--- config.mk ---
export PLATFORM = sky130hd
export DESIGN_NAME = gbdt_ram_scan_ctrl
export DESIGN_NICKNAME = d
export VERILOG_FILES = /design/src/rtl/gbdt_ram_scan_ctrl.sv
export SDC_FILE = /design/constraint.sdc
export NUM_CORES = 1
export LEC_CHECK = 0
export ABC_CLOCK_PERIOD_IN_PS = 4200
export CORE_ASPECT_RATIO = 2
export CORE_MARGIN = 2
export CORE_UTILIZATION = 30
export CTS_CLUSTER_DIAMETER = 50
export DETAILED_ROUTE_END_ITERATION = 16
export SYNTH_ARGS = -nofsm -noshare
export SYNTH_HDL_FRONTEND = slang
export SYNTH_SLANG_ARGS = --single-unit
export TNS_END_PERCENT = 20
--- constraint.sdc ---
create_clock -name gbdt_clk -period 4.2 [get_ports gbdt_clk]
set_clock_uncertainty 0.05 [all_clocks]
set_input_delay 1.26 -clock gbdt_clk [delete_from_list [all_inputs] [get_ports gbdt_clk]]
set_output_delay 1.26 -clock gbdt_clk [all_outputs]
set_load 0.02 [all_outputs]
--- src/rtl/gbdt_ram_scan_ctrl.sv ---
// Read-phase sequencer for the GBDT model RAM array: walks every active round,
// issues one read per cycle under core back-pressure and tags each returned word.
module gbdt_ram_scan_ctrl #(
    parameter  int ADDR_W     = 8,
    parameter  int NUM_GROUPS = 8,
    parameter  int NUM_ROUNDS = 4,
    localparam int RW         = $clog2(NUM_ROUNDS),
    localparam int UW         = NUM_GROUPS * NUM_ROUNDS
) (
    input  logic                  gbdt_clk,
    input  logic                  gbdt_rst_n,
    input  logic                  gbdt_start,
    input  logic [UW-1:0]         used_classes,
    input  logic [ADDR_W:0]       num_words,
    input  logic                  core_ready,
    output logic [RW-1:0]         round,
    output logic [ADDR_W-1:0]     ram_addr,
    output logic                  cs,
    output logic                  oe,
    output logic                  we,
    output logic [NUM_GROUPS-1:0] group_mask,
    output logic                  rd_valid,
    output logic [RW-1:0]         rd_round,
    output logic [ADDR_W-1:0]     rd_addr,
    output logic                  rd_last,
    output logic                  busy,
    output logic                  done
);

    typedef enum logic [1:0] {IDLE, SCAN, DRAIN, FIN} state_t;

    localparam logic [RW:0]       ONE_R = 1;
    localparam logic [ADDR_W:0]   ONE_W = 1;
    localparam logic [ADDR_W-1:0] ONE_A = 1;

    state_t                  st, st_n;
    logic [RW-1:0]           cur_r, cur_r_n, iss_r;
    logic [ADDR_W-1:0]       cur_a, cur_a_n, iss_a;
    logic [UW-1:0]           cap_used, cap_used_n, use_used;
    logic [ADDR_W:0]         cap_nw, cap_nw_n, use_nw;
    logic                    issue, iss_last, last_iss;
    logic [RW:0]             first, nxt;
    logic [NUM_GROUPS-1:0]   gm_n;

    // Lowest round index >= from whose class slice is non-empty; MSB flags "found".
    function automatic logic [RW:0] find_active(input logic [UW-1:0] used, input logic [RW:0] from);
        logic [RW:0] res;
        res = '0;
        for (int r = NUM_ROUNDS - 1; r >= 0; r--) begin
            if (r >= int'(from) && |used[r*NUM_GROUPS +: NUM_GROUPS])
                res = {1'b1, RW'(r)};
        end
        return res;
    endfunction

    always_ff @(posedge gbdt_clk or negedge gbdt_rst_n) begin
        if (!gbdt_rst_n) st <= IDLE;
        else             st <= st_n;
    end

    // A start accepted in IDLE/FIN issues its first read in the same decision cycle.
    always_comb begin
        st_n       = st;
        cur_r_n    = cur_r;
        cur_a_n    = cur_a;
        cap_used_n = cap_used;
        cap_nw_n   = cap_nw;
        use_used   = cap_used;
        use_nw     = cap_nw;
        iss_r      = cur_r;
        iss_a      = cur_a;
        issue      = 1'b0;
        iss_last   = 1'b0;
        first      = find_active(used_classes, '0);
        case (st)
            IDLE, FIN: begin
                st_n = IDLE;
                if (gbdt_start) begin
                    cap_used_n = used_classes;
                    cap_nw_n   = num_words;
                    if (!first[RW] || num_words == '0) begin
                        st_n = FIN;
                    end else begin
                        st_n     = SCAN;
                        use_used = used_classes;
                        use_nw   = num_words;
                        iss_r    = first[RW-1:0];
                        iss_a    = '0;
                        cur_r_n  = first[RW-1:0];
                        cur_a_n  = '0;
                        issue    = core_ready;
                    end
                end
            end
            SCAN:    issue = core_ready;
            DRAIN:   if (rd_last) st_n = FIN;
            default: st_n = IDLE;
        endcase
        nxt = find_active(use_used, {1'b0, iss_r} + ONE_R);
        if (issue) begin
            if ({1'b0, iss_a} == use_nw - ONE_W) begin
                cur_a_n = '0;
                if (nxt[RW]) begin
                    cur_r_n = nxt[RW-1:0];
                end else begin
                    iss_last = 1'b1;
                    st_n     = DRAIN;
                end
            end else begin
                cur_a_n = iss_a + ONE_A;
            end
        end
    end

    always_comb begin
        gm_n = '0;
        for (int r = 0; r < NUM_ROUNDS; r++) begin
            if (round == RW'(r)) gm_n = cap_used[r*NUM_GROUPS +: NUM_GROUPS];
        end
    end

    always_ff @(posedge gbdt_clk or negedge gbdt_rst_n) begin
        if (!gbdt_rst_n) begin
            cur_r      <= '0;
            cur_a      <= '0;
            cap_used   <= '0;
            cap_nw     <= '0;
            round      <= '0;
            ram_addr   <= '0;
            cs         <= 1'b0;
            last_iss   <= 1'b0;
            rd_valid   <= 1'b0;
            rd_round   <= '0;
            rd_addr    <= '0;
            rd_last    <= 1'b0;
            group_mask <= '0;
        end else begin
            cur_r    <= cur_r_n;
            cur_a    <= cur_a_n;
            cap_used <= cap_used_n;
            cap_nw   <= cap_nw_n;
            cs       <= issue;
            last_iss <= issue & iss_last;
            if (issue) begin
                round    <= iss_r;
                ram_addr <= iss_a;
            end
            // One-cycle RAM read latency: tags follow the issued controls.
            rd_valid   <= cs;
            rd_round   <= round;
            rd_addr    <= ram_addr;
            rd_last    <= cs & last_iss;
            group_mask <= gm_n;
        end
    end

    assign oe   = cs;
    assign we   = 1'b0;
    assign busy = (st != IDLE);
    assign done = (st == FIN);

endmodule
### Word-level counts from Yosys, hierarchy flattened

Cells that the tools add are included.

* $add $sub $neg: 3
* equal/unequal tests: 7
* muxes and demuxes: 42
* reduce and logical (&&, ||, !) cells: 20
* bitwise gates (word level): 2
* $lt $le $gt $ge: 4

Operator list (number)
* $mux W32: 3
* $mux W8: 9
* $reduce_or A8 Y1: 8
* $mux W9: 3
* $mux W2: 12
* $mux W3: 8
* $eq A8 B9 Y1: 1
* $logic_not A9 Y1: 1
* $sub A9 B1 Y9 const B: 1
* $add A8 B1 Y8 const B: 1
* $eq A2 B2 Y1 const B: 4
* $ge A1 B3 Y1 const A: 2
* $ge A2 B3 Y1 const A: 2
* $mux W1: 5
* $eq A2 B1 Y1 const B: 2
* $logic_and A1 B1 Y1: 4
* $logic_not A2 Y1: 2
* $pmux W2 S2: 1
* $add A2 B1 Y3 const B: 1
* $and A1 B1 Y1: 2
* $pmux W1 S2: 1
* $reduce_and A2 Y1: 1
* $reduce_bool A2 Y1: 1
* $reduce_or A2 Y1: 1
* 2 further kinds: 2

* input port bits: 45
* word-level logic and storage cells: 92
* register bits: 85

### Longest topological paths before layout

Gate-level depths: netlist (run 1).

* depth in word-level cells: 21
* mapped depth: 16
* gate-level depth less buffers: 14

### Worst setup path before layout (run 1)

No wires, ideal clock.

* path type: input-to-reg
* from: input used_classes[24]
* to: register cur_r[0]
* path slack: -0.195 ns
* stages: 13
* arrival time: 4.210 ns
* cell sequence: nor4_2 -> nand4_1 -> o21ai_1 -> buf_2 -> mux2i_1 -> ha_1 -> nand2b_1 -> or3_1 -> a211o_1 -> o31ai_2 -> o2111ai_1 -> and4bb_1 -> a221oi_1

* word-level cells in the longest chain between the ends: 20

Ends and longest elaborated chain
* start, declared: RTL line 13 `input logic [UW-1:0] used_classes,`
* $reduce_or A8 Y1: RTL line 50 `if (r >= int'(from) && |used[r*NUM_GROUPS +: NUM_GROUPS])`
* $mux W3 (4 in series): RTL line 50
* $logic_not A1 Y1: RTL line 81 `if (!first[RW] || num_words == '0) begin`
* $logic_or A1 B1 Y1: RTL line 81
* $mux W2: RTL line 81
* $mux W2: RTL line 78 `if (gbdt_start) begin`
* $mux W2: RTL line 75 `case (st)`
* $add A2 B1 Y3: RTL line 99 `nxt = find_active(use_used, {1'b0, iss_r} + ONE_R);`
* $ge A2 B3 Y1: RTL line 50
* $logic_and A1 B1 Y1: RTL line 50
* $mux W3 (4 in series): RTL line 50
* $mux W2: RTL line 103 `if (nxt[RW]) begin`
* $mux W2: RTL line 101 `if ({1'b0, iss_a} == use_nw - ONE_W) begin`
* $mux W2 (*): RTL line 100 `if (issue) begin`
* named net cur_r_n[0]: RTL line 37 `logic [RW-1:0] cur_r, cur_r_n, iss_r;`
* end signal, assigned: RTL line 138 `cur_r <= cur_r_n;`
* end, declared: RTL line 37

Mark *: on every way through the listed nets, which the timed path passes. The rest lies on a longest branch.
A chain may end at the register's enable or synchronous reset.

### Worst setup path in the final report (run 1)

* from: input used_classes[19]
* to: register cur_a[6]

* word-level cells in the longest chain between the ends: 13

Ends and longest elaborated chain
* $reduce_or A8 Y1 (*): RTL line 50
* $mux W3 (*) (3 in series): RTL line 50
* $logic_not A1 Y1 (*): RTL line 81
* $logic_or A1 B1 Y1 (*): RTL line 81
* $mux W9: RTL line 81
* $mux W9: RTL line 78
* $mux W9: RTL line 75
* $sub A9 B1 Y9: RTL line 101
* $eq A8 B9 Y1: RTL line 101
* $mux W8: RTL line 101
* $mux W8 (*): RTL line 100
* named net cur_a_n[6]: RTL line 38 `logic [ADDR_W-1:0] cur_a, cur_a_n, iss_a;`
* end signal, assigned: RTL line 139 `cur_a <= cur_a_n;`
* end, declared: RTL line 38

Marks and branches as above.

==> results of run 1 <==
## power breakdown
group	switching [mW]	leakage, nW	internal [mW]
Sequential	0.255	1.09	1.10
Combinational	0.674	1.55	0.602
Clock	0.321	0.172	0.609
## synth_stat cells, drive strengths merged, types with 4 or more instances
library cell | n | area, sq um
nand2 | 151 | 567
ha | 7 | 87.6
o21ai | 21 | 105
nor3 | 11 | 60.1
a21oi | 12 | 60.1
xnor2 | 5 | 43.8
nand2b | 4 | 25.0
nor4 | 18 | 138
buf | 4 | 25.0
nor2 | 8 | 32.5
dfrtp | 85 | 2130
inv | 7 | 26.3
clkbuf | 15 | 56.3
nand4 | 7 | 43.8
mux4 | 8 | 180
xor2 | 11 | 96.3
nand3 | 7 | 35.0
## cells by family after synthesis
logic type                 count (synthesis)  share of synthesized area
AOI/OAI and AO/OA                         50                     0.0782
other                                      1                   0.000930
xor gates and xnor gates                  17                     0.0404
buffers and inverters                     26                     0.0267
and+or+nand+nor                          221                      0.252
adders and majority gates                  7                     0.0217
muxes                                     11                     0.0522
DFF                                       85                      0.528
## final timing paths
check,end,slack [ns],cells after the start
worst max-delay path,cur_a[6]$_DFF_PN0_,0.06,14
max in group asynchronous,cap_used[6]$_DFFE_PN0P_,2.41,2
min in group asynchronous,rd_round[0]$_DFF_PN0_,0.97,1
worst min-delay path,rd_addr[7]$_DFF_PN0_,0.35,0
worst min register to register,rd_addr[7]$_DFF_PN0_,0.35,0
worst max register to register,cur_a[6]$_DFF_PN0_,0.65,14
## layout make-up
type                    instances  area, sq um
fillers                      1242         7170
flip-flops and latches         85         2130
multi-input cells             307         1960
repair buffers                152         1240
clock buffers                  11          253
well taps                     152          190
clock inverters                 4         95.1
inverters                       7         26.3
## layer usage
| metal | wire length, um | part of all wire |
|---|---|---|
| met5 | 0 | 0 |
| met4 | 741 | 0.061 |
| met3 | 404 | 0.033 |
| met2 | 6870 | 0.56 |
| met1 | 4180 | 0.34 |
## what timing repair did
item | 4_1_cts | 5_1_grt
buffers inserted | 18 | 5
endpoints found under the setup margin | 13 | 13
hold buffers | 0 | 0
pin swaps | 16 | 21
gates resized for setup | 33 | 75
hold endpoints to repair | 0 | 0
## registers in the layout, summed over array words and instances, names as in the netlist
register,cells
cap_nw,9
cap_used,32
cs,1
cur_a,8
cur_r,2
group_mask,8
last_iss,1
ram_addr,8
rd_addr,8
rd_last,1
rd_round,2
rd_valid,1
round,2
st,2
## per-stage QoR
step	hold slack (ns)	setup WS, ns	TNS [ns]
6_report	0.349	0.0595	0
4_1_cts	0.356	0.00159	0
5_1_grt	0.366	-0.128	-0.749
3_5_place_dp	0.343	-0.585	-6.33
2_1_floorplan	0.378	0.0186	0
3_3_place_gp	0.332	-0.535	-5.99
## worst max-delay path, cell delays in order
cell	delay, ns
buf_6	0.10
nor4_4	0.37
nand4_1	0.20
buf_4	0.21
o21ai_4	0.19
mux2i_1	0.23
ha_2	0.22
nand2b_1	0.07
or3_1	0.37
a211o_1	0.31
o31ai_4	0.22
o211ai_1	0.21
nor2_2	0.26
nor2_1	0.08
==> run metrics, run 1 <==
routed len/inst=17.0 um; die height=168 um; met3 Usage GRT=0.0225; Worst Path Required=4.37 ns; CP startpoint=used_classes[19]; clock buffers created by TritonCTS=9; TritonCTS clock tree=built; crit-path max FO=5; Syn. warnings=0; Clock Latency Late Sink=0.34 ns; Initial Utilization=0.308; peak supply drop=0.000301 V; CP startpoint kind=input pin; vias in the first global route=3,844; Max Freq=242 MHz; Cell Area, Synth=0.00403 sq mm; first-pass GRT wire length=19.5 mm; Setup crit end kind=flip-flop; Num Clock Sinks=85; Post-synth EDFFs=0; area grow syn2layout=46.4%; Tot GR Track Use=0.177; ys async rst share=1.00; crit path kind=in2reg; core box area=0.0131 sq mm; number of diodes=0; post-synthesis cell type count=50; initial antenna violation count=0; Mapped Cells=418; Area after DPL=0.00537 sq mm; gr ovfl total=0; Worst Tran Pin Value=0.887 ns; pin count of the biggest net entering global routing=70; placement row count=59; Root Buffer=clkbuf_16; Post-Layout Cell Count=718; clock tree buffer depth=2; Final Cell Area=0.00590 sq mm; commonest cells after routing, fill and taps aside=151 x nand2_1, 85 x dfrtp_1, 76 x buf_4, 45 x clkdlybuf4s50_1, 19 x clkbuf_2; total power=3.56 mW; num ports=80; Seq/Total Area, Yosys=0.528; Pleak=2.81 nW; unrepaired setup endpoints after global routing=yes; Post-DRT Antenna Nets=0; drt first pass iters=4; die area=0.0144 sq mm; Die Wd=86.0 um; hold path startpoint=ram_addr[7]$_DFFE_PN0P_; Setup-failing EPs final=0; mean area per synthesized cell=9.64 sq um; GRT Max-Usage Layer=met2; clk slew on worst S/H paths=0.06 ns; final wirelength=12.2 mm; Final Critical Period=4.14 ns; GR Util met2=0.322; leading cell type in the layout, fill and taps excluded=nand2_1; Final nets=614; Starting DRT DRC Count=170; Mapped Nets=470; Util after Layout=0.451; #FFs+latches synth=85; final hold violations=0; IO Port Bufs=78; routed via count=3,620; Final Max Tran Viols=0; layout cells sized above 1=0.263; met1 Use GR=0.179; placed instance count=680; Final period util=0.986; H-tree Lvls=3; Arr. time, crit path=4.31 ns; global placement routability congestion=0.845; max_cap viols=0; pwr dens=604 mW/mm^2; HP Class=reg2reg; HPWL after DPL=8.84 mm; Synth Flop Type=dfrtp_1; reg-to-reg startpoint=st[0]$_DFF_PN0_; status=completed; Slew headroom=0.408; vias per cell=5.04; drt drc=0
Note: power is estimated with default switching activity, not from simulation.
==> run 2: changes to the inputs <==
==> constraint.sdc (replaced) <==
create_clock -name gbdt_clk -period 4.2 [get_ports gbdt_clk]
set_clock_uncertainty 0.05 [all_clocks]
set_input_delay 0.63 -clock gbdt_clk [delete_from_list [all_inputs] [get_ports gbdt_clk]]
set_output_delay 0.63 -clock gbdt_clk [all_outputs]
set_load 0.02 [all_outputs]
==> run metrics, run 2 (synthesized netlist as in run 1, its figures left out) <==
CP startpoint kind=input pin; max_cap viols=0; Hold Worst Slack=0.354 ns; HPWL after DPL=8.48 mm; Num Clock Sinks=85; largest registers=cap_used x32, cap_nw x9; status=completed; drt first pass iters=4; R2R cell count=14; HP Class=reg2reg; total power=3.29 mW; gr ovfl total=0; Arr. time, crit path=4.10 ns; reg2reg setup slack=0.68 ns; die area=0.0144 sq mm; Root Buffer=clkbuf_16; H-tree Lvls=3; # Post-CTS Setup Buffers=0; Worst Hold Path EP=rd_addr[6]$_DFF_PN0_; routed via count=3,369; Worst Path Required=4.36 ns; Post-DRT Antenna Nets=0; pwr dens=615 mW/mm^2; Hold Buf Count CTS=0; Initial Utilization=0.308; TritonCTS clock tree=built; global placement routability congestion=0.853; crit-path max FO=4; Die Wd=86.0 um; Worst Tran Pin Value=1.07 ns; number of flip-flops in the largest register=32; final wirelength=11.1 mm; core box area=0.0131 sq mm; reg-to-reg startpoint=st[0]$_DFF_PN0_; Final nets=561; peak supply drop=0.000263 V; IO Port Bufs=78; setup TNS=0 ns; Starting DRT DRC Count=121; area grow syn2layout=32.8%; worst setup margin=0.256 ns; Setup-failing EPs final=0; Final Critical Period=3.94 ns; final hold violations=0; crit path kind=in2reg; die height=168 um; commonest cells after routing, fill and taps aside=151 x nand2_1, 85 x dfrtp_1, 77 x clkdlybuf4s50_1, 22 x buf_4, 17 x o21ai_0; Final period util=0.939; Worst R2R End=cur_r[0]$_DFF_PN0_; unrepaired setup endpoints after global routing=no; clock tree buffer depth=2; Setup crit end kind=flip-flop; vias per cell=5.06; clock buffers created by TritonCTS=9; layout cells sized above 1=0.119; pin count of the biggest net entering global routing=86; drt drc=0; Tot GR Track Use=0.161; hold path startpoint=ram_addr[6]$_DFFE_PN0P_; Util after Layout=0.410; Slew headroom=0.288; Final Max Tran Viols=0; pre-CTS WS=-0.0582 ns; num ports=80; Max Freq=254 MHz; Hold Path Stages=0; first-pass GRT wire length=17.6 mm; clk slew on worst S/H paths=0.06 ns; Biggest register=cap_used; Clock Latency Late Sink=0.34 ns; CTS resizes=0; initial antenna violation count=0; Pleak=2.43 nW; leading cell type in the layout, fill and taps excluded=nand2_1; placement row count=59; vias in the first global route=3,459; routed len/inst=16.6 um; number of diodes=0
run 2: worst max path at each step:
stage,end,from,slack (ns)
2_1_floorplan,cur_r[0]$_DFF_PN0_,used_classes[24],0.43
3_3_place_gp,cur_a[4]$_DFF_PN0_,used_classes[2],0.07
3_5_place_dp,cur_a[4]$_DFF_PN0_,used_classes[20],-0.06
4_1_cts,cur_a[4]$_DFF_PN0_,used_classes[20],0.30
5_1_grt,cur_a[4]$_DFF_PN0_,used_classes[20],0.02
6_report,cur_r[0]$_DFF_PN0_,used_classes[20],0.26
run 2: through the flow:
step | area, sq um | std cells
after detailed placement | 5080 | 650
after CTS | 5350 | 666
after global routing | 5350 | 666
after floorplan | 4030 | 418
after global placement | 5080 | 650
final | 5350 | 666
run 2: worst max-delay path, stage by stage:
cell	delay, ns
clkdlybuf4s50_1	0.42
nor4_1	0.43
buf_4	0.21
nand4_1	0.10
o21ai_1	0.34
mux2i_1	0.24
ha_1	0.24
nand2b_1	0.08
or3_1	0.31
a211o_1	0.33
o31ai_2	0.22
o2111ai_1	0.18
and4bb_1	0.31
a221oi_1	0.05
run 2: metal layers:
layer | GRT usage | wire length, um | vias to the layer above | share of wire
li1 | - | - | 1610 | -
met5 | 0 | 0 | - | 0
met4 | 0.0973 | 487 | 0 | 0.044
met1 | 0.153 | 3770 | 1645 | 0.34
met3 | 0.0284 | 399 | 23 | 0.036
met2 | 0.307 | 6420 | 91 | 0.58
run 2: where the power goes:
group	internal, mW	total, mW	leakage [nW]	switching, mW
Combinational	0.562	1.16	1.22	0.603
Sequential	1.10	1.39	1.09	0.287
Clock	0.402	0.741	0.132	0.339
run 2: cell type report:
class,instances,area [sq um]
Fill cell,1264,7710
Timing Repair Buffer,99,936
Sequential cell,85,2130
Clock inverter,7,51.3
Tap cell,152,190
Multi-Input combinational cell,307,1800
Inverter,7,26.3
Clock buffer,9,225
==> run 3: changes to the inputs <==
--- a/config.mk
+++ b/config.mk
@@ -9,6 +9,7 @@
 export CORE_ASPECT_RATIO = 2
 export CORE_MARGIN = 2
 export CORE_UTILIZATION = 30
+export CTS_BUF_LIST = sky130_fd_sc_hd__clkbuf_2 sky130_fd_sc_hd__clkbuf_4 sky130_fd_sc_hd__clkbuf_8
 export CTS_CLUSTER_DIAMETER = 50
 export DETAILED_ROUTE_END_ITERATION = 16
 export SYNTH_ARGS = -nofsm -noshare
==> run metrics, run 3 (synthesized netlist as in run 1, its figures left out) <==
number of flip-flops in the largest register=32; initial antenna violation count=0; first-pass GRT wire length=17.6 mm; hold path startpoint=ram_addr[5]$_DFFE_PN0P_; peak supply drop=0.000191 V; Root Buffer=clkbuf_8; Area after DPL=0.00508 sq mm; layout cells sized above 1=0.119; Setup-failing EPs final=0; H-tree Lvls=3; Worst Setup EP=cur_a[4]$_DFF_PN0_; placed instance count=650; Pleak=2.39 nW; Max Freq=254 MHz; commonest cells after routing, fill and taps aside=151 x nand2_1, 85 x dfrtp_1, 77 x clkdlybuf4s50_1, 22 x buf_4, 17 x o21ai_0; vias per cell=5.07; Biggest register=cap_used; Num Clock Sinks=85; routed len/inst=16.6 um; Die Wd=86.0 um; max_cap viols=0; Worst Tran Pin Value=1.07 ns; CP startpoint kind=input pin; FILL cells=1,279; number of diodes=0; HPWL after DPL=8.48 mm; crit path kind=in2reg; Worst Path Required=4.38 ns; global placement routability congestion=0.853; Hold Buf Count CTS=0; clock buffers created by TritonCTS=9; clk slew on worst S/H paths=0.09 ns; Final nets=561; final hold violations=0; Clock Latency Late Sink=0.37 ns; area grow syn2layout=30.3%; Starting DRT DRC Count=159; CTS resizes=0; vias in the first global route=3,434; Hold Path Stages=0; R2R cell count=14; num ports=80; setup TNS=0 ns; Final Cell Area=0.00525 sq mm; reg-to-reg startpoint=st[0]$_DFF_PN0_; pin count of the biggest net entering global routing=86; HP Class=reg2reg; gr ovfl total=0; clock tree buffer depth=2; Post-DRT Antenna Nets=0; core box area=0.0131 sq mm; Arr. time, crit path=4.12 ns; Multi-input gate area=0.00180 sq mm; CP startpoint=used_classes[20]; Initial Utilization=0.308; drt first pass iters=4; Seq. cell area=0.00213 sq mm; # Post-CTS Setup Buffers=0; Final Max Tran Viols=0; Setup crit end kind=flip-flop; Final period util=0.937; die area=0.0144 sq mm; Final Critical Period=3.94 ns; final wirelength=11.0 mm; unrepaired setup endpoints after global routing=no; reg2reg setup slack=0.67 ns; TritonCTS clock tree=built; die height=168 um; largest registers=cap_used x32, cap_nw x9; placement row count=59; Post-Layout Cell Count=666; drt drc=0; Hold Worst Slack=0.354 ns; Worst R2R End=cur_a[4]$_DFF_PN0_; crit-path max FO=5; Slew headroom=0.286; IO Port Bufs=78; routed via count=3,379; pwr dens=587 mW/mm^2; Tot GR Track Use=0.161; leading cell type in the layout, fill and taps excluded=nand2_1; status=completed; total power=3.08 mW
## run 3: how the worst min path moves through the flow
stage	to	slack, ns
after global routing	rd_addr[3]$_DFF_PN0_	0.37
final	rd_addr[5]$_DFF_PN0_	0.35
after global placement	rd_addr[1]$_DFF_PN0_	0.33
after floorplan	cap_nw[0]$_DFFE_PN0P_	0.28
after detailed placement	rd_addr[2]$_DFF_PN0_	0.35
after CTS	rd_addr[5]$_DFF_PN0_	0.36
## run 3: critical path, stage by stage
cell and delay, ns:
clkdlybuf4s50_1 0.42, nor4_1 0.45, buf_4 0.21, nand4_1 0.10, o21ai_1 0.34, mux2i_1 0.24
ha_1 0.24, nand2b_1 0.08, or3_1 0.31, a211o_1 0.33, o31ai_2 0.23, o211ai_1 0.22
nor2_2 0.23, nor3_1 0.08
## run 3: stage by stage
step,util,worst slack [ns]
finish,0.402,0.265
CTS,0.402,0.332
global route,0.402,0.0493
detailed placement,0.389,-0.0582
floorplan,-,0.435
global placement,0.389,0.0652
## run 3: power breakdown
part / leakage [nW] / total [mW] / internal, mW / switching, mW
logic: 1.22 / 1.17 / 0.562 / 0.605
clock network: 0.0856 / 0.530 / 0.216 / 0.314
registers: 1.09 / 1.39 / 1.10 / 0.287
total: 2.39 / 3.08 / 1.88 / 1.21
## run 3: final cells by class
cell class,instances,area share
clock buffers,9,0.0236
clock inverters,7,0.00977
inverters,7,0.00500
multi-input cells,307,0.342
flip-flops and latches,85,0.405
well taps,152,0.0362
repair buffers,99,0.178
## run 3: layer usage
layer	vias to the layer above	global-route usage	routed length, um
met5	-	0	0
met4	0	0.0828	416
met2	88	0.311	6510
met3	22	0.0265	351
li1	1609	-	-
met1	1660	0.156	3770
